[src/rtl/piezo_tone_gen.sv]
// piezo_tone_gen: square-wave driver for the piezo buzzer.
// Plays note codes 1..8 (C4..C5) and a two-beep miss jingle that overrides notes.
// Optional macro CHANGE_BEEP_EN adds a short C7 chirp triggered by change_num.
module piezo_tone_gen #(
  parameter int unsigned CLK_FREQ    = 50000000,
  parameter int unsigned MISS_FREQ   = 200,
  parameter int unsigned MISS_CYCLES = 10000000,
  parameter int unsigned GAP_CYCLES  = 5000000,
  parameter int unsigned BEEP_CYCLES = 2500000
) (
  input  logic       clk,
  input  logic       reset,
  input  logic [3:0] note_in,
  input  logic       play_miss,
  input  logic       change_num,
  input  logic       mute,
  output logic       tone_out,
  output logic       busy,
  output logic [3:0] note_out
);

  localparam logic [23:0] HALF_C4   = 24'(CLK_FREQ / (2 * 262));
  localparam logic [23:0] HALF_D4   = 24'(CLK_FREQ / (2 * 294));
  localparam logic [23:0] HALF_E4   = 24'(CLK_FREQ / (2 * 330));
  localparam logic [23:0] HALF_F4   = 24'(CLK_FREQ / (2 * 349));
  localparam logic [23:0] HALF_G4   = 24'(CLK_FREQ / (2 * 392));
  localparam logic [23:0] HALF_A4   = 24'(CLK_FREQ / (2 * 440));
  localparam logic [23:0] HALF_B4   = 24'(CLK_FREQ / (2 * 494));
  localparam logic [23:0] HALF_C5   = 24'(CLK_FREQ / (2 * 523));
  localparam logic [23:0] HALF_MISS = 24'(CLK_FREQ / (2 * MISS_FREQ));
  localparam logic [31:0] MISS_LAST = 32'(MISS_CYCLES - 1);
  localparam logic [31:0] GAP_LAST  = 32'(GAP_CYCLES - 1);
`ifdef CHANGE_BEEP_EN
  localparam logic [23:0] HALF_CHIRP = 24'(CLK_FREQ / (2 * 2093));
  localparam logic [31:0] BEEP_LAST  = 32'(BEEP_CYCLES - 1);
`endif

  typedef enum logic [2:0] {
    ST_NOTE,
    ST_MISS1,
    ST_GAP,
    ST_MISS2
`ifdef CHANGE_BEEP_EN
    , ST_CHIRP
`endif
  } state_t;

  state_t      state_q, state_d;
  logic [3:0]  note_q, note_d;
  logic [23:0] div_q, div_d;
  logic [31:0] dur_q, dur_d;
  logic        tone_q, tone_d;

  logic [23:0] half_sel;
  logic [23:0] wave_div;
  logic        wave_tone;
  logic        note_valid;

`ifndef CHANGE_BEEP_EN
  logic unused_cfg;
  assign unused_cfg = change_num | (BEEP_CYCLES == 32'd0);
`endif

  assign note_valid = (note_q != 4'd0) && (note_q <= 4'd8);

  // Square-wave core: pick the half-period for the current source and advance one step.
  always_comb begin
    half_sel = HALF_MISS;
    case (state_q)
      ST_NOTE: begin
        case (note_q)
          4'd1:    half_sel = HALF_C4;
          4'd2:    half_sel = HALF_D4;
          4'd3:    half_sel = HALF_E4;
          4'd4:    half_sel = HALF_F4;
          4'd5:    half_sel = HALF_G4;
          4'd6:    half_sel = HALF_A4;
          4'd7:    half_sel = HALF_B4;
          4'd8:    half_sel = HALF_C5;
          default: half_sel = HALF_C4;
        endcase
      end
`ifdef CHANGE_BEEP_EN
      ST_CHIRP: half_sel = HALF_CHIRP;
`endif
      default:  half_sel = HALF_MISS;
    endcase
    if (div_q == half_sel - 24'd1) begin
      wave_div  = '0;
      wave_tone = ~tone_q;
    end else begin
      wave_div  = div_q + 24'd1;
      wave_tone = tone_q;
    end
  end

  // Next-state logic: note tracking, miss jingle sequencing and optional chirp.
  always_comb begin
    state_d = state_q;
    note_d  = note_q;
    div_d   = div_q;
    dur_d   = dur_q;
    tone_d  = tone_q;
    case (state_q)
      ST_NOTE: begin
        if (play_miss) begin
          state_d = ST_MISS1;
          div_d   = '0;
          dur_d   = '0;
          tone_d  = 1'b0;
`ifdef CHANGE_BEEP_EN
        end else if (change_num) begin
          state_d = ST_CHIRP;
          div_d   = '0;
          dur_d   = '0;
          tone_d  = 1'b0;
`endif
        end else if (note_in != note_q) begin
          note_d = note_in;
          div_d  = '0;
          tone_d = 1'b0;
        end else if (note_valid) begin
          div_d  = wave_div;
          tone_d = wave_tone;
        end else begin
          div_d  = '0;
          tone_d = 1'b0;
        end
      end
      ST_MISS1, ST_MISS2: begin
        // Beep end takes priority over a toggle landing on the same cycle.
        if (dur_q == MISS_LAST) begin
          state_d = (state_q == ST_MISS1) ? ST_GAP : ST_NOTE;
          if (state_q == ST_MISS2) note_d = '0;
          div_d  = '0;
          dur_d  = '0;
          tone_d = 1'b0;
        end else begin
          dur_d  = dur_q + 32'd1;
          div_d  = wave_div;
          tone_d = wave_tone;
        end
      end
      ST_GAP: begin
        div_d  = '0;
        tone_d = 1'b0;
        if (dur_q == GAP_LAST) begin
          state_d = ST_MISS2;
          dur_d   = '0;
        end else begin
          dur_d = dur_q + 32'd1;
        end
      end
`ifdef CHANGE_BEEP_EN
      ST_CHIRP: begin
        if (play_miss) begin
          state_d = ST_MISS1;
          div_d   = '0;
          dur_d   = '0;
          tone_d  = 1'b0;
        end else if (dur_q == BEEP_LAST) begin
          state_d = ST_NOTE;
          note_d  = '0;
          div_d   = '0;
          dur_d   = '0;
          tone_d  = 1'b0;
        end else begin
          dur_d  = dur_q + 32'd1;
          div_d  = wave_div;
          tone_d = wave_tone;
        end
      end
`endif
      default: begin
        state_d = ST_NOTE;
        note_d  = '0;
        div_d   = '0;
        dur_d   = '0;
        tone_d  = 1'b0;
      end
    endcase
  end

  // State and counter registers with synchronous active-low reset.
  always_ff @(posedge clk) begin
    if (!reset) begin
      state_q <= ST_NOTE;
      note_q  <= '0;
      div_q   <= '0;
      dur_q   <= '0;
      tone_q  <= 1'b0;
    end else begin
      state_q <= state_d;
      note_q  <= note_d;
      div_q   <= div_d;
      dur_q   <= dur_d;
      tone_q  <= tone_d;
    end
  end

  assign busy     = (state_q != ST_NOTE);
  assign note_out = (state_q == ST_NOTE && note_valid) ? note_q : '0;
  assign tone_out = tone_q & ~mute;

endmodule

[config.mk]
export PLATFORM = sky130hd
export DESIGN_NAME = piezo_tone_gen
export DESIGN_NICKNAME = d
export VERILOG_FILES = /design/src/rtl/piezo_tone_gen.sv
export SDC_FILE = /design/constraint.sdc
export NUM_CORES = 1
export LEC_CHECK = 0
export CAP_MARGIN = 20
export CORE_MARGIN = 5
export CORE_UTILIZATION = 55
export CTS_BUF_LIST = sky130_fd_sc_hd__clkbuf_4 sky130_fd_sc_hd__clkbuf_8 sky130_fd_sc_hd__clkbuf_16
export DETAILED_ROUTE_END_ITERATION = 16
export PLACE_DENSITY = 0.82
export SYNTH_ARGS = -nofsm -noshare
export SYNTH_HDL_FRONTEND = slang
export SYNTH_SLANG_ARGS = --single-unit
[constraint.sdc]
create_clock -name clk -period 4.69 [get_ports clk]
set_input_delay 0.7035 -clock clk [delete_from_list [all_inputs] [get_ports clk]]
set_output_delay 0.7035 -clock clk [all_outputs]
set_load 0.01 [all_outputs]
Yosys cells after proc, flatten, opt, wreduce, memory -nomap -nowiden
Memories as Yosys holds them, arrays and structs flattened. A register that Yosys moved wholly into a read port is not among the register bits.
Index checks and enable logic that the tools add are counted.
{"block": "totals", "regBits": 64, "mem_bits_ro": 272, "inputBits": 9, "output_inout_bits": 6, "word_cells": 65, "memories": 1}
{"block": "op_classes", "n_addsub": 3, "order_cmp": 1, "n_eq_ne": 13, "mux": 30, "bitwise_logic": 4, "reduce_logical": 8}
{"memory": "(name not given)", "words": 16, "width": 17, "read_ports": 1, "rd_clocked_by_memory_dff": 1, "wr": 0, "line_no": "71", "rtl": "case (note_q)"}
{"op": "$mux W24", "count": 6}
{"op": "$mux W32", "count": 3}
{"op": "$pmux W32 S3", "count": 1}
{"op": "$pmux W24 S2", "count": 1}
{"op": "$add A32 B1 Y32 const B", "count": 1}
{"op": "$eq A32 B23 Y1 const B", "count": 1}
{"op": "$eq A32 B24 Y1 const B", "count": 1}
{"op": "$mux W4", "count": 7}
{"op": "$add A24 B1 Y24 const B", "count": 1}
{"op": "$eq A24 B24 Y1", "count": 1}
{"op": "$sub A24 B1 Y24 const B", "count": 1}
{"op": "$ne A2 B2 Y1 const B", "count": 6}
{"op": "$pmux W4 S3", "count": 1}
{"op": "$mux W3", "count": 3}
{"op": "$pmux W3 S3", "count": 1}
{"op": "$eq A3 B2 Y1 const B", "count": 2}
{"op": "$mux W1", "count": 5}
{"op": "$reduce_and A5 Y1", "count": 1}
{"op": "$le A4 B4 Y1 const B", "count": 1}
{"op": "$ne A4 B4 Y1", "count": 1}
{"op": "$reduce_bool A4 Y1", "count": 1}
{"op": "$eq A3 B1 Y1 const B", "count": 1}
{"op": "$logic_not A3 Y1", "count": 1}
{"op": "$not A1 Y1", "count": 3}
{"op": "other kinds (7)", "count": 8}

Logic depth before layout (Yosys ltp)
Gate-level depths: netlist of the first run.
{"block": "depth", "word_depth": 9, "depth_mapped": 16, "mapped_depth_nobuf": 12}

Worst setup path before layout of the first run
Ideal clock, no wire load.
{"block": "synth_timing", "path_kind": "register to register", "from": "reg state_q[0]", "to": "reg div_q[10]", "setup_ns": 0.132, "arrival_time_ns": 3.282, "t_required_ns": 4.558, "setup_slack_ns": 1.276, "path_stages_with_launch": 17, "n_path_buf": 5, "period_less_slack_ns": 3.414, "path_cell_list": "dfxtp_1 -> inv_1 -> ha_1 -> buf_2 -> buf_1 -> clkbuf_1 -> nand2_1 -> ha_1 -> or3b_2 -> nor4_1 -> mux2i_1 -> xnor2_1 -> a21oi_1 -> and3_1 -> buf_4 -> buf_6 -> nor3_1"}
{"block": "synth_between", "elab_chain_cells": 9, "word_cells_on_any_way": 13, "classes_between": "add/sub (1); eq/ne (3); mux (7); reduce/logical (2)"}
{"item": "start: declaration", "line_no": "48", "rtl": "state_t state_q, state_d;"}
{"item": "start signal: assignment", "line_no": "193", "rtl": "state_q <= state_d;"}
{"item": "$logic_not A3 Y1", "line_no": "69, 104"}
{"item": "$mux W24", "line_no": "69", "rtl": "case (state_q)"}
{"item": "$sub A24 B1 Y24", "line_no": "88", "rtl": "if (div_q == half_sel - 24'd1) begin"}
{"item": "$eq A24 B24 Y1", "line_no": "88"}
{"item": "$mux W24", "line_no": "88"}
{"item": "$mux W24", "line_no": "122", "rtl": "end else if (note_valid) begin"}
{"item": "$mux W24", "line_no": "118", "rtl": "end else if (note_in != note_q) begin"}
{"item": "$mux W24", "line_no": "106", "rtl": "if (play_miss) begin"}
{"item": "$pmux W24 S2 *", "line_no": "104", "rtl": "case (state_q)"}
{"item": "end signal: assignment", "line_no": "195", "rtl": "div_q <= div_d;"}
{"item": "end: declaration", "line_no": "50", "rtl": "logic [23:0] div_q, div_d;"}
Every way passes the cells marked *; elsewhere a longest branch is shown, timed or not.
A chain may end at the register's enable or synchronous reset.

Worst setup path in the final report of the first run
{"block": "layout_timing", "from": "reg state_q[0]", "to": "reg div_q[13]"}
The elaborated chain is that of the path after synthesis.

==> results of run 1 <==
==> layer usage <==
layer  wire length (um)  global-route usage (%)  vias to the layer above
li1                   -                       -                     2149
met1               5053                   27.92                     2085
met2               5228                   31.38                      185
met3                739                   3.109                       22
met4                215                   8.048                        0
met5                  0                       0                        -
==> logic make-up after synthesis <==
logic type      share of synthesized area [%]
compound gates                          18.40
xor+xnor                                7.971
fa+ha+maj                               4.141
buf+inv                                 5.227
flops                                   32.30
mux                                     2.433
simple gates                            29.53
==> critical path, stage by stage (launching register included) <==
cell and delay, ns:
dfxtp_1 0.40, inv_1 0.10, ha_1 0.26, nand2_1 0.11, ha_1 0.30, or3b_2 0.49, nor4_1 0.32, mux2i_1 0.28
xnor2_1 0.09, a21oi_1 0.23, and3_1 0.78, nor3_1 0.11
==> per-stage QoR <==
stage | worst slack, ns | hold slack [ns] | power (mW) | cells
after floorplan | 1.276 | 0.4519 | 1.651 | 583
after global placement | 1.137 | 0.4716 | 1.882 | 673
after detailed placement | 1.053 | 0.4779 | 1.919 | 673
after CTS | 1.039 | 0.4929 | 2.475 | 689
after global routing | 0.7284 | 0.5141 | 2.646 | 690
final | 1.054 | 0.4983 | 2.497 | 690
==> cell usage after synthesis (8+ instances only) <==
cell type	instances
a21oi_1	30
a311oi_1	14
a31oi_1	8
and3_1	18
clkbuf_1	26
dfxtp_1	78
ha_1	16
inv_1	19
mux2i_1	8
nand2_1	53
nand2b_1	8
nand3_1	33
nand4_1	11
nor2_1	25
nor3_1	50
nor4_1	9
o211a_1	10
xnor2_1	25
xor2_1	19
==> layout make-up <==
cell class	instances	area, um2
well taps	108	135.1
clock buffers	12	152.6
fillers	720	3422
repair buffers	20	190.2
multi-input cells	447	3024
flip-flops and latches	78	1562
clock inverters	4	70.07
inverters	21	80.08
==> final timing paths <==
path / start / end / slack (ns) / depth (start not counted)
worst max register to register: state_q[0]$_SDFFE_PN0P_ / div_q[13]$_SDFF_PN0_ / 1.05 / 11
worst max-delay path: state_q[0]$_SDFFE_PN0P_ / div_q[13]$_SDFF_PN0_ / 1.05 / 11
worst min register to register: dur_q[31]$_SDFFE_PN0P_ / dur_q[31]$_SDFFE_PN0P_ / 0.50 / 1
worst min-delay path: dur_q[31]$_SDFFE_PN0P_ / dur_q[31]$_SDFFE_PN0P_ / 0.50 / 1
==> power by group <==
part | internal [mW] | leakage, nW | switching [mW]
clock | 0.325 | 0.117 | 0.237
sequential | 0.736 | 0.631 | 0.104
combinational | 0.432 | 1.11 | 0.664
==> impl_results.md, run 1 <==
- Post-synth EDFFs: 0
- Final design utilization: 60.37%
- Via density: about 6.4
- GR Overflow Total: 0
- Synth Instances: 583
- Leak pwr: 1.854 nW
- Most common cell after layout, fill and taps aside: dfxtp_1
- Clock Latency Late Sink: 0.35 ns
- FFs w/ async S/R, synth: 0%
- GRT Util Overall: 20.17%
- Max-cap viol count: 0
- Design Area, Final: 5214 um2
- Fraction of layout cells with a size suffix above 1: 8.076%
- Num rows: 34
- Initial DRC count: 382
- Core area: about 8600 um2
- Die W: 103.8 um
- Crit share post-route: 77.52%
- Worst Setup Start Kind: flip-flop
- Most frequent cells in the layout: dfxtp_1, nand2_1, nor3_1
- Port Buffers: 13
- Largest net degree at the start of global routing: 33
- Htree depth: 3
- TritonCTS clock tree: yes
- CP arrival: around 3.8 ns
- Top-area cell type share of the netlist area: between 30% and 40%
- Synthesized net count: approximately 610
- Post-Syn Area: 4835 um2
- Die extent in y: about 100 um
- Total CTS buffers: 9
- Peak supply drop: 0.4766 mV
- Status: finished, final reports clean
- Crit Path Max Fanout: 24
- Post-placement cell area: 4976 um2
- Final Max Slew Viols: 0
- Hold Path Class: flip-flop to flip-flop
- Initial DRT Pass Iterations: 5
- Yosys cell types: 73
- Antenna diodes: 0
- CP Capture Type: flip-flop
- Number of clock sinks: 78
- Die Area: 10770 um2
- Clock Path Buffers: 2
- Area leader, netlist: dfxtp_1
- Area growth, synth to finish: 7.842%
- Max_slew headroom: between 30% and 40%
- DP HPWL: between 7000 and 8000 um
- Final hold violation count: 0
- Initial antenna violation count: 0
- Initial Util: 55.98%
- Ports: 15
- Hold Buf Count CTS: 0
- Synth area leaders: dfxtp_1, nor3_1, xnor2_1
- Nets: about 600
- Worst-margin pin slew: slightly above 1 ns
- Setup TNS: 0 ns
- CTS clk-pin slew, worst paths: 0.09 ns
- Post-Route WL: 11240 um
- Seq/Total Area, Yosys: roughly a third
- Clock skew: 0.01567 ns
- Detailed-route DRC error count: 0
- CTS resizes: 0
- Fmax: 0.2750 GHz
- Avg WL per Cell: 16.29 um
- Vias in the first global route: 4087
- CTS root buf: clkbuf_8
- Final setup violation count: 0
- Routability cong.: 0.9163
- WS Path Type: flip-flop to flip-flop
- First-pass GRT wire length: around 19000 um
- Synth warn: 0
- RSZ-0062 raised after global routing: no
- Power Density: between 400 and 500 nW/um2
- Critical path data required time: ~4.9 ns
- Top FF cell, synth: dfxtp_1
- Synth Area per Inst: 8.293 um2
- Via count: around 4400
- ANT nets after route: 0
- FF+latch count, synth: 78
- Tmin final: 3.636 ns
- Post-CTS setup buffer count: 0
No activity file was read; power rests on OpenSTA's default activity.
==> run 2, diff against run 1 <==
Settings changed: PLACE_DENSITY 0.82 to 0.84.
Clock period 4.69 ns to 2.95 ns, I/O delays scaled along.
==> run 2 against run 1 <==
Clock power rose by 31%; via count rose by 3.2%; utilization rose by 2.8 points; first-iteration DRC count fell by 18%; critical path type unchanged; largest power group unchanged; highest routed layer unchanged.
==> impl_results.md, run 2 (synthesized netlist as in run 1, its figures left out) <==
- Peak supply drop: 0.6929 mV (+45%)
- RSZ-0062 raised after global routing: no
- Internal Pwr Total: 2.386 mW (+60%)
- WS Path Type: flip-flop to flip-flop
- Initial antenna violation count: 0 (unchanged)
- Leak pwr: 1.978 nW (+6.6%)
- Sw Ratio: 41.50% (+1.3 points)
- Final hold violation count: 0 (unchanged)
- Crit Path Max Fanout: 12 (-50%)
- Setup TNS: 0 ns (unchanged)
- Initial DRC count: 312 (-18%)
- Post-Route WL: 11570 um (+3.0%)
- Htree depth: 3 (unchanged)
- Fmax: 0.3533 GHz (+28%)
- Via density: 6.420 (-0.25%)
- Gate power share: 49.1% (+5.2 points)
- Dpl ws: 0.1183 ns (-0.9345 ns)
- Number of clock sinks: 78 (unchanged)
- Worst-margin pin slew: 0.6330 ns (-0.3765 ns)
- Nets: 626 (+4.0%)
- Num rows: 34 (unchanged)
- Die extent in y: 103.8 um (unchanged)
- GR Overflow Total: 0 (unchanged)
- Register share of total power: 32.8% (-0.8 points)
- Total CTS buffers: 9 (unchanged)
- Wire length on met3: 630 um (-15%)
- Core area: 8636 um2 (unchanged)
- Most frequent cells in the layout: dfxtp_1, nand2_1, nor3_1
- Most common cell after layout, fill and taps aside: dfxtp_1
- Wl on met1: 5269 um (+4.3%)
- GRT Util Overall: 21.26% (+1.1 points)
- Worst Setup Start Kind: flip-flop
- Clk pwr share: 18.1% (-4.4 points)
- Routability cong.: 0.8841 (-3.5%)
- ANT nets after route: 0 (unchanged)
- Via count: 4584 (+3.2%)
- Power Density: 747.7 nW/um2 (+56%)
- Max-cap viol count: 0 (unchanged)
- Hold Path Class: flip-flop to flip-flop
- CTS clk-pin slew, worst paths: 0.07 ns (-0.02 ns)
- Critical path data required time: 3.17 ns (-1.70 ns)
- Uppermost layer routed: met4
- Max_slew headroom: 57.48% (+25 points)
- Initial DRT Pass Iterations: 5 (unchanged)
- Status: finished, final reports clean
- TritonCTS clock tree: yes
- CP arrival: 3.05 ns (-0.77 ns)
- Largest net degree at the start of global routing: 37 (+12%)
- Detailed-route DRC error count: 0 (unchanged)
- Clock Latency Late Sink: 0.34 ns (about the same)
- Worst setup margin: 0.1193 ns (-0.9349 ns)
- Vias in the first global route: 4236 (+3.6%)
- First-pass GRT wire length: 19820 um (+6.0%)
- Initial Util: 55.98% (unchanged)
- Fraction of layout cells with a size suffix above 1: 14.19% (+6.1 points)
- DP HPWL: 8358 um (+6.8%)
- CTS root buf: clkbuf_8
- Die Area: 10770 um2 (unchanged)
- CP Capture Type: flip-flop
- Die W: 103.8 um (unchanged)
- Area growth, synth to finish: 12.84%
- Clock Path Buffers: 2 (unchanged)
- Hold Buf Count CTS: 0 (unchanged)
- Ports: 15 (unchanged)
- Crit share post-route: 95.96% (+18 points)
- Met2 WL: 5474 um (+4.7%)
- Antenna diodes: 0 (unchanged)
- Port Buffers: 13 (unchanged)
- Psw: 1.693 mW (+69%)
- Final setup violation count: 0 (unchanged)
- Avg WL per Cell: 16.21 um (-0.46%)
- Clock skew: 0.01246 ns (-0.003210 ns)
- Tmin final: 2.831 ns (-0.8052 ns)
- Final Max Slew Viols: 0 (unchanged)
- Post-CTS setup buffer count: 0 (unchanged)
run 2: path summary, 6_finish.rpt:
path                            from                endpoint  slack (ns)  cells past startpoint
max          state_q[0]$_SDFFE_PN0P_    div_q[17]$_SDFF_PN0_        0.12                     11
min           dur_q[11]$_SDFFE_PN0P_  dur_q[11]$_SDFFE_PN0P_        0.51                      2
max reg2reg  state_q[0]$_SDFFE_PN0P_    div_q[17]$_SDFF_PN0_        0.12                     11
min reg2reg   dur_q[11]$_SDFFE_PN0P_  dur_q[11]$_SDFFE_PN0P_        0.51                      2
run 2: power by group through the flow:
stage          Combinational (mW)  Sequential, mW  Clock [mW]
2_1_floorplan                1.47            1.29           0
3_3_place_gp                 1.86            1.34           0
3_5_place_dp                 1.93            1.36           0
4_1_cts                      1.95            1.33       0.742
5_1_grt                      2.18            1.35       0.791
6_report                     2.00            1.34       0.739
run 2: metal layers:
metal / vias to the layer above / track usage (%)
li1: 2200 / -
met1: 2186 / 29.24
met2: 170 / 34.52
met3: 28 / 2.612
met4: 0 / 7.031
met5: - / 0
run 2: what timing repair did:
| action | 4_1_cts | 5_1_grt |
|---|---|---|
| setup endpoints to repair | 0 | 28 |
| gates resized for setup | 0 | 6 |
| hold endpoints to repair | 0 | 0 |
run 2: cell type report:
type / count / area, um2
fillers: 712 / 3181
multi-input cells: 447 / 3133
flip-flops and latches: 78 / 1564
repair buffers: 44 / 362.8
clock buffers: 15 / 175.2
well taps: 108 / 135.1
inverters: 21 / 80.08
clock inverters: 1 / 5.005
run 2: metrics by stage:
| step | instances | instance area (um2) | hold slack [ns] | utilization [%] | total power, mW |
|---|---|---|---|---|---|
| 2_1_floorplan | 583 | 4933 | 0.4519 | - | 2.759 |
| 3_3_place_gp | 698 | 5246 | 0.4745 | 60.75 | 3.202 |
| 3_5_place_dp | 698 | 5246 | 0.4789 | 60.75 | 3.286 |
| 4_1_cts | 714 | 5426 | 0.4946 | 62.84 | 4.018 |
| 5_1_grt | 714 | 5455 | 0.5227 | 63.17 | 4.321 |
| 6_report | 714 | 5455 | 0.5074 | 63.17 | 4.079 |
run 2: critical path, stage by stage, from the launching register on:
cell       delay (ns)
dfxtp_2          0.37
inv_2            0.07
ha_4             0.18
nand2_1          0.15
ha_4             0.21
or3b_4           0.42
nor4_4           0.26
xor2_1           0.16
a2111oi_4        0.36
and3_1           0.24
buf_4            0.20
nor3_1           0.07
